## src/rtl/nested_loop_counter.sv

```systemverilog
// N-deep nested loop counter: per-level bound and count mode (wrap-up, down, bounce),
// levels chained by carry, launched with start_i and reporting completion on done_o.
module nested_loop_counter #(
    parameter int NUM_LOOPS = 3,
    parameter int WIDTH     = 8
) (
    input  logic                       clk_i,
    input  logic                       rst_ni,
    input  logic                       clear_i,
    input  logic                       start_i,
    input  logic                       en_i,
    input  logic [NUM_LOOPS*WIDTH-1:0] bound_i,
    input  logic [2*NUM_LOOPS-1:0]     mode_i,
    output logic [NUM_LOOPS*WIDTH-1:0] idx_o,
    output logic [NUM_LOOPS-1:0]       last_o,
    output logic                       busy_o,
    output logic                       done_o
);

    // Handshake: start_i is taken only in IDLE; busy_o stays high for the whole run;
    // done_o pulses for one cycle after the step where every level was terminal.
    // A start_i on the done_o cycle launches the next run with no extra bubble.
    typedef enum logic {IDLE, RUN} state_e;

    localparam logic [1:0] MODE_DOWN   = 2'b01;
    localparam logic [1:0] MODE_BOUNCE = 2'b10;

    state_e               state_q;
    logic [WIDTH-1:0]     idx_q   [NUM_LOOPS];
    logic [WIDTH-1:0]     bnd_q   [NUM_LOOPS];
    logic [1:0]           mode_q  [NUM_LOOPS];
    logic [NUM_LOOPS-1:0] dir_dn_q;
    logic                 done_q;

    logic [NUM_LOOPS-1:0] term;
    logic [NUM_LOOPS-1:0] step;
    logic [WIDTH-1:0]     idx_nxt [NUM_LOOPS];
    logic [NUM_LOOPS-1:0] dir_nxt;
    logic                 final_step;
    logic                 carry;

    function automatic logic [WIDTH-1:0] init_val(input logic [1:0] m, input logic [WIDTH-1:0] b);
        return (m == MODE_DOWN) ? b : '0;
    endfunction

    always_comb begin
        term = '0;
        for (int k = 0; k < NUM_LOOPS; k++) begin
            case (mode_q[k])
                MODE_DOWN:   term[k] = (idx_q[k] == '0);
                MODE_BOUNCE: term[k] = (dir_dn_q[k] && idx_q[k] == '0) || (bnd_q[k] == '0);
                default:     term[k] = (idx_q[k] == bnd_q[k]);
            endcase
        end
    end

    // A level steps only when every inner level is terminal on the same en_i cycle.
    always_comb begin
        step  = '0;
        carry = (state_q == RUN) && en_i;
        for (int k = 0; k < NUM_LOOPS; k++) begin
            step[k] = carry;
            carry   = carry && term[k];
        end
        final_step = carry;
    end

    always_comb begin
        for (int k = 0; k < NUM_LOOPS; k++) begin
            idx_nxt[k] = idx_q[k];
            dir_nxt[k] = dir_dn_q[k];
            if (term[k]) begin
                idx_nxt[k] = init_val(mode_q[k], bnd_q[k]);
                dir_nxt[k] = 1'b0;
            end else begin
                case (mode_q[k])
                    MODE_DOWN: idx_nxt[k] = idx_q[k] - 1'b1;
                    MODE_BOUNCE: begin
                        // The turn at B flips direction and descends in the same step, so B is visited once.
                        if (dir_dn_q[k] || idx_q[k] == bnd_q[k]) begin
                            idx_nxt[k] = idx_q[k] - 1'b1;
                            dir_nxt[k] = 1'b1;
                        end else begin
                            idx_nxt[k] = idx_q[k] + 1'b1;
                        end
                    end
                    default: idx_nxt[k] = idx_q[k] + 1'b1;
                endcase
            end
        end
    end

    always_ff @(posedge clk_i or negedge rst_ni) begin
        if (!rst_ni) begin
            state_q  <= IDLE;
            done_q   <= 1'b0;
            dir_dn_q <= '0;
            for (int k = 0; k < NUM_LOOPS; k++) begin
                idx_q[k]  <= '0;
                bnd_q[k]  <= '0;
                mode_q[k] <= '0;
            end
        end else if (clear_i) begin
            state_q  <= IDLE;
            done_q   <= 1'b0;
            dir_dn_q <= '0;
            for (int k = 0; k < NUM_LOOPS; k++) idx_q[k] <= '0;
        end else begin
            done_q <= 1'b0;
            case (state_q)
                IDLE: begin
                    if (start_i) begin
                        state_q  <= RUN;
                        dir_dn_q <= '0;
                        for (int k = 0; k < NUM_LOOPS; k++) begin
                            bnd_q[k]  <= bound_i[k*WIDTH +: WIDTH];
                            mode_q[k] <= mode_i[2*k +: 2];
                            idx_q[k]  <= init_val(mode_i[2*k +: 2], bound_i[k*WIDTH +: WIDTH]);
                        end
                    end
                end
                RUN: begin
                    for (int k = 0; k < NUM_LOOPS; k++) begin
                        if (step[k]) begin
                            idx_q[k]    <= idx_nxt[k];
                            dir_dn_q[k] <= dir_nxt[k];
                        end
                    end
                    if (final_step) begin
                        state_q <= IDLE;
                        done_q  <= 1'b1;
                    end
                end
                default: state_q <= IDLE;
            endcase
        end
    end

    always_comb begin
        idx_o = '0;
        for (int k = 0; k < NUM_LOOPS; k++) idx_o[k*WIDTH +: WIDTH] = idx_q[k];
    end

    assign busy_o = (state_q == RUN);
    assign last_o = term & {NUM_LOOPS{busy_o}};
    assign done_o = done_q;

endmodule

```

## config.mk

```make
export PLATFORM = sky130hd
export DESIGN_NAME = nested_loop_counter
export DESIGN_NICKNAME = d
export VERILOG_FILES = /design/src/rtl/nested_loop_counter.sv
export SDC_FILE = /design/constraint.sdc
export NUM_CORES = 1
export LEC_CHECK = 0
export CAP_MARGIN = 40
export CORE_MARGIN = 2
export CORE_UTILIZATION = 60
export DETAILED_ROUTE_END_ITERATION = 8
export PLACE_DENSITY = 0.86
export SYNTH_ARGS = -nofsm -noshare
export SYNTH_HDL_FRONTEND = slang
export SYNTH_SLANG_ARGS = --single-unit
```

## constraint.sdc

```tcl
create_clock -name clk_i -period 4.7 [get_ports clk_i]
set_input_delay 0.94 -clock clk_i [delete_from_list [all_inputs] [get_ports clk_i]]
set_output_delay 0.94 -clock clk_i [all_outputs]
set_load 0.03 [all_outputs]
```

# Yosys cells after proc, flatten, opt, wreduce, memory -nomap -nowiden
# Cells that the tools add are included.
# classes
n_bitwise,3
reduce_logical,26
n_eq_ne,22
add_sub_neg,6
mux,46
# ops
cell,count
8-bit two-way mux,15
8-bit logical NOT,6
24-bit two-way mux,2
24-bit one-hot mux with 2 select lines,1
8-bit one-hot mux with 2 select lines,3
"8-bit by 1-bit adder with 8-bit output, second input constant",3
8-bit == test,3
"4-bit by 2-bit != test with 1-bit output, second input constant",6
"8-bit by 1-bit subtractor with 8-bit output, second input constant",3
1-bit two-way mux,18
"2-bit by 1-bit == test with 1-bit output, second input constant",6
4-bit AND reduction,3
"3-bit by 2-bit != test with 1-bit output, second input constant",3
1-bit one-hot mux with 2 select lines,4
1-bit logical AND,7
"2-bit == test, second input constant",3
1-bit logical OR,6
3-bit two-way mux,2
3-bit one-hot mux with 2 select lines,1
2-bit AND reduction,3
3-bit bitwise AND,1
"3-bit != test, second input constant",1
3-bit AND reduction,1
1-bit inverter,2
# totals
output_inout_bits,29
word_cells,117
ff_bits,59

# Logic depth before layout (Yosys ltp)
# Gate-level depths: netlist (run 1).
# depth
ltp_word,10
mapped_depth,10

# Worst setup path after synthesis (run 1)
# Ideal clock, no wire load.
# synth_path
path_kind,register -> output
start,register idx_q (netlist bit idx_o[16])
end,output port last_o[2]
t_required_ns,3.760
stages_incl_launch_ff,7
arrival_ns,2.132
path_buffers,0
path_slack_ns,1.628
cell_sequence,dfrtp_1 inv_1 ha_1 nor3b_1 and4_1 o21ai_0 a221oi_4
# synth_via
elab_chain_cells,5
elab_cells_between_ends,6
cone_classes,eq/ne: 1; mux: 1; bitwise: 1; reduce/logical: 3
# synth_rtl
item,line_no,source
"start, declared",29,logic [WIDTH-1:0] idx_q [NUM_LOOPS];
"start signal, assigned by index",118,"idx_q[k] <= init_val(mode_i[2*k +: 2], bound_i[k*WIDTH +: WIDTH]);"
"start signal, assigned by index",125,idx_q[k] <= idx_nxt[k];
8-bit logical NOT,"50, 51",
1-bit logical AND,51,MODE_BOUNCE: term[k] = (dir_dn_q[k] && idx_q[k] == '0) || (bnd_q[k] == '0);
1-bit logical OR,51,
1-bit one-hot mux with 2 select lines (*),49,case (mode_q[k])
3-bit bitwise AND (*),145,assign last_o = term & {NUM_LOOPS{busy_o}};
"end, declared",15,"output logic [NUM_LOOPS-1:0] last_o,"
# Mark *: on every way between the ends. The rest lies on a longest branch, timed or not.

# Final worst setup path (run 1)
# Same ends and word-level chain as after synthesis.

==> results.py, run 1 <==
metrics = {
    "timing": {
        "rsz0062_at_grt": "no",
        "max_slew_margin_pct": 49.0,
        "max_freq_ghz": 0.234,
        "period_needed_ns": 4.28,
        "setup_viol": 0,
        "finalCritPeriodShare_pct": 91.0,
        "hold-worst-slack_ns": 0.522,
        "tns_ns": 0,
        "final_hold_viol_count": 0,
        "clock_skew_ns": 0.00911,
        "tightest_slew_ns": 0.763,
        "finalMaxSlewViolations": 0,
    },
    "floorplanning": {
        "start_util_pct": 61.0,
        "die_x_microns": 91.9,
        "io_pins": 64,
        "die_h_microns": 91.9,
        "core.rowCount": 32,
        "die_area_sq_um": 8450,
        "core-area_sq_um": 7610,
    },
    "placed_design": {
        "dp_hpwl_mm": 9.15,
        "placedCellCount": 680,
        "gp_congestion": 0.973,
        "io_buffers": 63,
    },
    "critical_path": {
        "r2r_slack_ns": 1.79,
        "timing.critical_path.from": "idx_o[16]",
        "setup.worst_path.start_class": "flip-flop",
        "critical_path_class": "reg -> out",
        "cp.required_ns": 3.76,
        "reg2reg_depth": 8,
        "r2r-end": "idx_o[19]",
        "endpoint": "last_o[2]",
        "crit_path_end_kind": "primary output",
        "r2r_start": "mode_q[4]",
        "cp_max_fo": 10,
        "crit_arrival_ns": 3.34,
    },
    "logic_synthesis": {
        "synth.avg_cell_area_sq_um": 8.58,
        "synth_edf_count": 0,
        "seq_area_frac_synth_pct": 31.8,
        "synth_cells": 541,
        "synth_nets": 589,
        "synth_most_common_cell": "dfrtp_1",
        "async_flop_share_pct": 100,
        "yosys-top-cells-area": "dfrtp_1 (32%), mux2_2 (5.8%), a21oi_1 (5.1%)",
        "synth_area_sq_um": 4640,
        "yosysTopAreaCell": "dfrtp_1",
        "synth_cell_types": 77,
        "ys.flop_type": "dfrtp_1",
        "yosysTopAreaCellShare_pct": 31.8,
        "yosysWarnings": 0,
        "synth_commonest_cells": "dfrtp_1 (59), nand2_1 (58), a21oi_1 (47), nor2_1 (44), o21ai_0 (26)",
        "ys_ff_latch": 59,
    },
    "finish": {
        "nNetsFinal": 637,
        "drive_gt1_share_pct": 12.0,
        "n_antenna_cell": 0,
        "stdcell_count": 696,
        "syn_to_final_growth_pct": 19.2,
    },
    "grt": {
        "grt_remaining_overflow": 0,
        "grt_pass1_wl_mm": 21.6,
        "grt_max_degree": 43,
        "grt_antenna_before_repair": 0,
        "grtUsageTotal_pct": 31.5,
        "grt_pass1_vias": 4402,
    },
    "clock_tree": {
        "cts_num_sinks": 59,
        "htreeDepth": 3,
        "cts_root_buf": "clkbuf_8",
        "clk_pin_slew_ns": 0.07,
        "post_cts_buffers": 0,
        "cts_hold_buffers": 0,
        "clock_path_buffers": 2,
        "ctsResizeCount": 0,
        "cts_tree": "built",
        "clk_latency_ns": 0.34,
        "cts_buffers": 9,
    },
    "power_and_ir_drop": {
        "p_total_mw": 2.10,
        "p_sw_uw": 830,
        "pwr-share-seq_pct": 33.6,
        "switching_share_pct": 39.5,
        "p_comb_share_pct": 38.5,
        "vdd_ir_drop_max_mv": 0.245,
        "clkPwrFrac_pct": 27.9,
        "leakagePower_nw": 2.30,
        "p_int_mw": 1.27,
        "pwr_density_cell_nw_per_um2": 380,
    },
    "routing": {
        "firstDrtPassIters": 5,
        "vias_per_cell": 6.57,
        "wirelength_mm": 12.9,
        "drtIter0Drc": 502,
        "drc": 0,
        "vias": 4571,
        "wl_per_cell_microns": 18.6,
        "antenna_left": 0,
    },
    "hold_path": {
        "worstHoldPathType": "in -> async",
    },
    "outcome": {
        "status": "complete, no violations",
    },
    "run": {
        "cap_violations": 0,
    },
}
placed cells by master, fill, tap and decap left out, drive strengths merged, types with 13 or more instances in the layout:
master / instances
xor2: 24
nand2: 58
o21ai: 29
nor3: 16
mux2: 24
a21oi: 49
ha: 13
clkdlybuf4s50: 62
dfrtp: 59
nor2: 45
inv: 25
per-layer routing:
layer / global-route usage (%) / vias to the layer above / share of wire (%)
li1: - / 2119 / -
met1: 45.5 / 2174 / 43
met2: 47.5 / 252 / 46
met3: 5.83 / 26 / 9.2
met4: 11.6 / 0 / 2.0
met5: 0 / - / 0
per-stage QoR:
step | cell area, sq um | setup WS [ns] | util (%)
after CTS | 5530 | 0.461 | 72.7
after detailed placement | 5280 | 0.886 | 69.4
after floorplan | 4640 | 1.63 | -
final | 5530 | 0.421 | 72.7
after global placement | 5270 | 0.967 | 69.3
after global routing | 5530 | 0.215 | 72.7
critical path, stage by stage, from the launching register on:
cell and delay (ns):
dfrtp_1 0.47, inv_1 0.09, ha_1 0.20, nor3b_1 0.42
and4_1 0.28, o21ai_0 0.18, a221oi_4 0.59, clkdlybuf4s50_1 0.77
cells by family (layout without fill, tap and decap cells):
family | Yosys count | in the layout | share of synthesized area (%)
and+or+nand+nor | 178 | 178 | 19.6
AOI/OAI and AO/OA | 175 | 175 | 27.0
DFF | 59 | 59 | 31.8
buffers and inverters | 57 | 110 | 5.37
muxes | 31 | 31 | 7.42
xor gates and xnor gates | 28 | 28 | 5.29
adders and majority gates | 13 | 13 | 3.51
state kept, by name, summed over array words and instances (netlist names):
name,cells
busy_o,1
dir_dn_q,3
idx_o,24
mode_q,6
bnd_q,24
done_o,1
power by group through the flow:
stage	sequential [mW]	clock [mW]	combinational, mW
final	0.705	0.586	0.810
after global routing	0.717	0.618	0.877
after CTS	0.701	0.590	0.796
after detailed placement	0.710	0	0.787
after global placement	0.703	0	0.774
after floorplan	0.708	0	0.552
worst min path at each step:
stage | start | slack (ns) | cells past startpoint | end
after floorplan | dir_dn_q[2] | 0.49 | 1 | dir_dn_q[2]
after global placement | dir_dn_q[2] | 0.52 | 1 | dir_dn_q[2]
after detailed placement | dir_dn_q[2] | 0.52 | 1 | dir_dn_q[2]
after CTS | rst_ni | 0.53 | 1 | idx_o[16]
after global routing | rst_ni | 0.55 | 1 | idx_o[19]
final | rst_ni | 0.52 | 1 | idx_o[16]
cell type report:
class,count,area [sq um]
Inverter,25,93.8
Tap cell,102,128
Multi-Input combinational cell,425,2920
Fill cell,578,2080
Clock buffer,10,138
Timing Repair Buffer,69,666
Clock inverter,6,111
Sequential cell,59,1480
Note: power is estimated with default switching activity, not from simulation.
==> run 2, diff against run 1 <==
Settings changed: CORE_UTILIZATION 60 to 50, PLACE_DENSITY 0.86 to 0.77.
Clock period 4.7 ns to 3.8 ns, I/O delays scaled along.
==> results.py, run 2 (same netlist as run 1, synthesis figures left out) <==
metrics = {
    "finish": {
        "syn_to_final_growth_pct": 20.7,
        "num-fill-cells": 762,
        "stdcell_count": 715,
        "nNetsFinal": 647,
        "layout_commonest_cell": "clkdlybuf4s50_1",
        "register_area_sq_um": 1480,
        "drive_gt1_share_pct": 13.4,
        "multiInputGateArea_sq_um": 2920,
        "n_antenna_cell": 0,
        "final_cell_mix": "clkdlybuf4s50_1 (60), dfrtp_1 (59), nand2_1 (58)",
    },
    "timing": {
        "max_slew_margin_pct": 54.3,
        "tns_ns": 0,
        "tightest_slew_ns": 0.681,
        "rsz0062_at_grt": "no",
        "setup_viol": 0,
        "finalMaxSlewViolations": 0,
        "max_freq_ghz": 0.276,
        "clock_skew_ns": 0.0116,
        "final_hold_viol_count": 0,
        "finalCritPeriodShare_pct": 95.5,
        "period_needed_ns": 3.63,
    },
    "critical_path": {
        "cp.required_ns": 3.04,
        "setup.worst_path.start_class": "flip-flop",
        "timing.critical_path.from": "idx_o[16]",
        "critical_path_class": "reg -> out",
        "crit_arrival_ns": 2.87,
        "crit_path_end_kind": "primary output",
        "r2r-end": "idx_o[21]",
        "reg2reg_depth": 9,
        "cp_max_fo": 8,
        "r2r_start": "idx_o[8]",
        "r2r_slack_ns": 0.68,
    },
    "routing": {
        "antenna_left": 0,
        "vias_per_cell": 6.46,
        "wirelength_mm": 13.6,
        "wl_per_cell_microns": 19.0,
        "firstDrtPassIters": 5,
        "vias": 4619,
        "drtIter0Drc": 358,
        "drc": 0,
    },
    "floorplanning": {
        "io_pins": 64,
        "core-area_sq_um": 9110,
        "die_h_microns": 100,
        "start_util_pct": 50.9,
        "die_area_sq_um": 10100,
        "die_x_microns": 100,
        "core.rowCount": 35,
    },
    "grt": {
        "grt.busiest_layer": "met2",
        "use_met2_pct": 43.5,
        "grtUsageTotal_pct": 27.9,
        "grt_max_degree": 26,
        "grt_remaining_overflow": 0,
        "grt_pass1_wl_mm": 22.3,
        "grt_pass1_vias": 4350,
        "grt_antenna_before_repair": 0,
        "use_met1_pct": 38.2,
        "met3_usage_pct": 6.34,
    },
    "power_and_ir_drop": {
        "p_sw_mw": 1.03,
        "pwr_density_cell_nw_per_um2": 449,
        "p_int_mw": 1.49,
        "clkPwrFrac_pct": 24.6,
        "leakagePower_nw": 2.38,
        "p_comb_share_pct": 40.7,
        "switching_share_pct": 40.8,
        "pwr-share-seq_pct": 34.7,
        "vdd_ir_drop_max_mv": 0.181,
    },
    "placed_design": {
        "io_buffers": 63,
        "gp_congestion": 0.997,
        "placedCellCount": 699,
        "dp_hpwl_mm": 9.99,
    },
    "clock_tree": {
        "cts_hold_buffers": 0,
        "clock_path_buffers": 2,
        "cts_root_buf": "clkbuf_8",
        "cts_buffers": 9,
        "clk_latency_ns": 0.34,
        "cts_tree": "built",
        "clk_pin_slew_ns": 0.07,
        "cts_num_sinks": 59,
        "htreeDepth": 3,
    },
    "outcome": {
        "status": "complete, no violations",
    },
    "hold_path": {
        "worstHoldPathType": "in -> async",
    },
    "run": {
        "cap_violations": 0,
    },
}
==> run 2: cell count changes in the layout (fill, tap and decap cells not counted) <==
cell / before / now
buf_4: 4 / 15
buf_2: 3 / 1
bufinv_16: 3 / 1
clkbuf_8: 10 / 12
clkdlybuf4s50_1: 62 / 60
dlymetal6s2s_1: 0 / 2
buf_12: 0 / 1
clkinv_2: 1 / 2
inv_6: 1 / 0
==> run 2: per-layer routing <==
| layer | up-vias | wire, microns |
|---|---|---|
| li1 | 2141 | - |
| met4 | 0 | 328 |
| met1 | 2179 | 5730 |
| met2 | 267 | 6270 |
| met3 | 32 | 1270 |
| met5 | - | 0 |
==> run 2: how the worst max path moves through the flow <==
stage | end | depth (start not counted) | slack, ns
after global routing | last_o[2] | 8 | 0.03
final | last_o[2] | 8 | 0.17
after global placement | last_o[1] | 8 | 0.57
after CTS | last_o[0] | 7 | 0.10
after detailed placement | last_o[0] | 7 | 0.47
after floorplan | last_o[2] | 6 | 0.91
==> run 2: cell type report <==
cell class	count	area share, %
Clock buffer	12	2.95
Clock inverter	4	0.849
Inverter	25	1.68
Multi-Input combinational cell	425	52.1
Sequential cell	59	26.4
Tap cell	111	2.48
Timing Repair Buffer	79	13.6
==> run 2: per-stage QoR <==
stage	total power [mW]	hold WS (ns)	cell area (sq um)	setup WS, ns	util, %
final	2.51	0.333	5600	0.172	61.5
after global routing	2.66	0.352	5600	0.0341	61.5
after CTS	2.50	0.328	5600	0.101	61.4
after detailed placement	1.88	0.546	5380	0.474	59.1
after global placement	1.85	0.522	5360	0.567	58.9
after floorplan	1.56	0.464	4640	0.908	-
==> run 2: power groups by stage <==
| stage | logic, mW | clock network (mW) | registers [mW] |
|---|---|---|---|
| 6_report | 1.02 | 0.618 | 0.872 |
| 3_5_place_dp | 1.00 | 0 | 0.879 |
| 3_3_place_gp | 0.981 | 0 | 0.872 |
| 5_1_grt | 1.11 | 0.657 | 0.889 |
| 4_1_cts | 1.01 | 0.630 | 0.867 |
| 2_1_floorplan | 0.682 | 0 | 0.876 |
==> run 2: critical path, cell delays in order (launching register included) <==
cell	delay, ns
dfrtp_1	0.48
inv_1	0.09
ha_1	0.20
nor3b_1	0.20
buf_4	0.16
and4_1	0.17
o21ai_0	0.16
a221oi_4	0.35
clkdlybuf4s50_1	0.72
==> run 2: what timing repair did <==
| action | 4_1_cts | 5_1_grt |
|---|---|---|
| gates resized for setup | 0 | 2 |
| endpoints found under the setup margin | 0 | 2 |
| buffers inserted | 0 | 0 |
==> run 3, diff against run 2 <==
Settings changed: CORE_ASPECT_RATIO set to 1.75, CORE_UTILIZATION 50 to 51, PLACE_DENSITY 0.77 to 0.78.
==> results.py, run 3 (same netlist as run 1, synthesis figures left out) <==
metrics = {
    "outcome": {
        "status": "complete, no violations",
    },
    "routing": {
        "top_layer": "met4",
        "vias_per_cell": 6.41,
        "wl_met3_microns": 864,
        "antenna_left": 0,
        "drtIter0Drc": 470,
        "vias": 4648,
        "wl_per_cell_microns": 18.6,
        "route.met2.wl_mm": 6.92,
        "firstDrtPassIters": 5,
        "wl_met1_mm": 5.03,
        "wirelength_mm": 13.5,
        "drc": 0,
    },
    "grt": {
        "grt_remaining_overflow": 0,
        "grt_pass1_vias": 4593,
        "grtUsageTotal_pct": 28.5,
        "grt_max_degree": 30,
        "grt_antenna_before_repair": 0,
        "grt_pass1_wl_mm": 22.5,
    },
    "power_and_ir_drop": {
        "leakagePower_nw": 2.38,
        "pwr_density_cell_nw_per_um2": 470,
        "vdd_ir_drop_max_mv": 0.262,
    },
    "finish": {
        "final_cell_mix": "clkdlybuf4s50_1 (62), dfrtp_1 (59), nand2_1 (58)",
        "layout_commonest_cell": "clkdlybuf4s50_1",
        "nNetsFinal": 648,
        "n_antenna_cell": 0,
        "drive_gt1_share_pct": 13.7,
        "final_cell_area_sq_um": 5700,
        "syn_to_final_growth_pct": 22.8,
    },
    "timing": {
        "max_slew_margin_pct": 49.7,
        "period_needed_ns": 3.64,
        "max_freq_ghz": 0.275,
        "finalCritPeriodShare_pct": 95.7,
        "tns_ns": 0,
        "rsz0062_at_grt": "no",
        "setup_viol": 0,
        "final_hold_viol_count": 0,
        "finalMaxSlewViolations": 0,
        "clock_skew_ns": 0.00519,
        "tightest_slew_ns": 0.754,
    },
    "clock_tree": {
        "cts_num_sinks": 59,
        "clock_path_buffers": 2,
        "cts_root_buf": "clkbuf_16",
        "cts_buffers": 9,
        "cts_tree": "built",
        "clk_pin_slew_ns": 0.05,
        "clk_latency_ns": 0.33,
        "cts_hold_buffers": 0,
        "htreeDepth": 3,
    },
    "critical_path": {
        "cp_cell_sequence": "inv_1, ha_1, or3b_4, nor3_2, nor2_1, mux2i_2, and2_1, clkdlybuf4s50_1",
        "cp_slowest_stage_delay_ns": 0.70,
        "setup.worst_path.start_class": "flip-flop",
        "r2r_slack_ns": 0.80,
        "critical_path_class": "reg -> out",
        "cp.required_ns": 3.04,
        "critPathSlowestCell": "clkdlybuf4s50_1",
        "crit_arrival_ns": 2.88,
        "cp_max_fo": 7,
        "crit_path_end_kind": "primary output",
    },
    "placed_design": {
        "placed_area_sq_um": 5400,
        "dp_hpwl_mm": 10.1,
        "io_buffers": 63,
        "gp_congestion": 0.954,
    },
    "floorplanning": {
        "core-area_sq_um": 8980,
        "io_pins": 64,
        "start_util_pct": 51.7,
        "die_x_microns": 76.1,
        "die_area_sq_um": 9910,
        "die_h_microns": 130,
        "core.rowCount": 46,
    },
    "hold_path": {
        "worstHoldPathType": "in -> async",
    },
    "run": {
        "cap_violations": 0,
    },
}
[run 3: cell types whose count changed in the layout (fill, tap and decap cells not counted), sizes merged]
cell and delta:
buf +1, bufinv -1, clkbuf -1, clkdlybuf4s50 +2, clkinv +1, clkinvlp +1
dlymetal6s2s -2
[run 3: cell type report]
cell class	count	area, sq um
Fill cell	783	3280
Clock inverter	5	37.5
Sequential cell	59	1480
Clock buffer	11	253
Multi-Input combinational cell	425	2920
Inverter	25	93.8
Timing Repair Buffer	80	766
Tap cell	120	150
[run 3: metrics by stage]
stage | utilization, % | hold WS [ns] | instances | power (mW) | worst slack, ns
after CTS | 63.4 | 0.360 | 725 | 2.67 | 0.0409
after floorplan | - | 0.464 | 541 | 1.56 | 0.908
after detailed placement | 60.2 | 0.541 | 709 | 1.89 | 0.399
after global routing | 63.5 | 0.380 | 725 | 2.83 | 0.0231
final | 63.5 | 0.357 | 725 | 2.68 | 0.164
after global placement | 59.9 | 0.525 | 708 | 1.86 | 0.526
[run 3: worst max-delay path: cells and delay by family (launching register included)]
family / cells / cell delay, ns
DFF: 1 / 0.44
muxes: 1 / 0.16
buffers and inverters: 2 / 0.80
adders and majority gates: 1 / 0.19
and+or+nand+nor: 4 / 0.96
[run 3: layer usage]
layer	vias to the layer above	GRT usage, %
li1	2145	-
met1	2204	31.6
met2	234	50.3
met3	65	6.36
met4	0	17.3
met5	-	0
[run 3: worst paths after layout]
path | depth (start not counted) | endpoint | start
setup / recovery | 8 | last_o[1] | idx_o[8]
hold / removal | 1 | bnd_q[16] | rst_ni
setup reg to reg | 8 | idx_o[11] | mode_q[5]
hold reg to reg | 1 | dir_dn_q[2] | dir_dn_q[2]
max in group asynchronous | 3 | bnd_q[13] | rst_ni
min in group clk_i | 1 | dir_dn_q[2] | dir_dn_q[2]
[run 3: timing repair]
action                                  4_1_cts  5_1_grt
resized for setup                             0        1
endpoints found under the setup margin        0        1
buffers inserted                              0        0
[run 3: power breakdown]
| part | leakage [nW] | switching, mW | internal [mW] |
|---|---|---|---|
| clock | 0.138 | 0.306 | 0.477 |
| combinational | 1.49 | 0.614 | 0.417 |
| sequential | 0.747 | 0.147 | 0.720 |
| total | 2.38 | 1.07 | 1.61 |
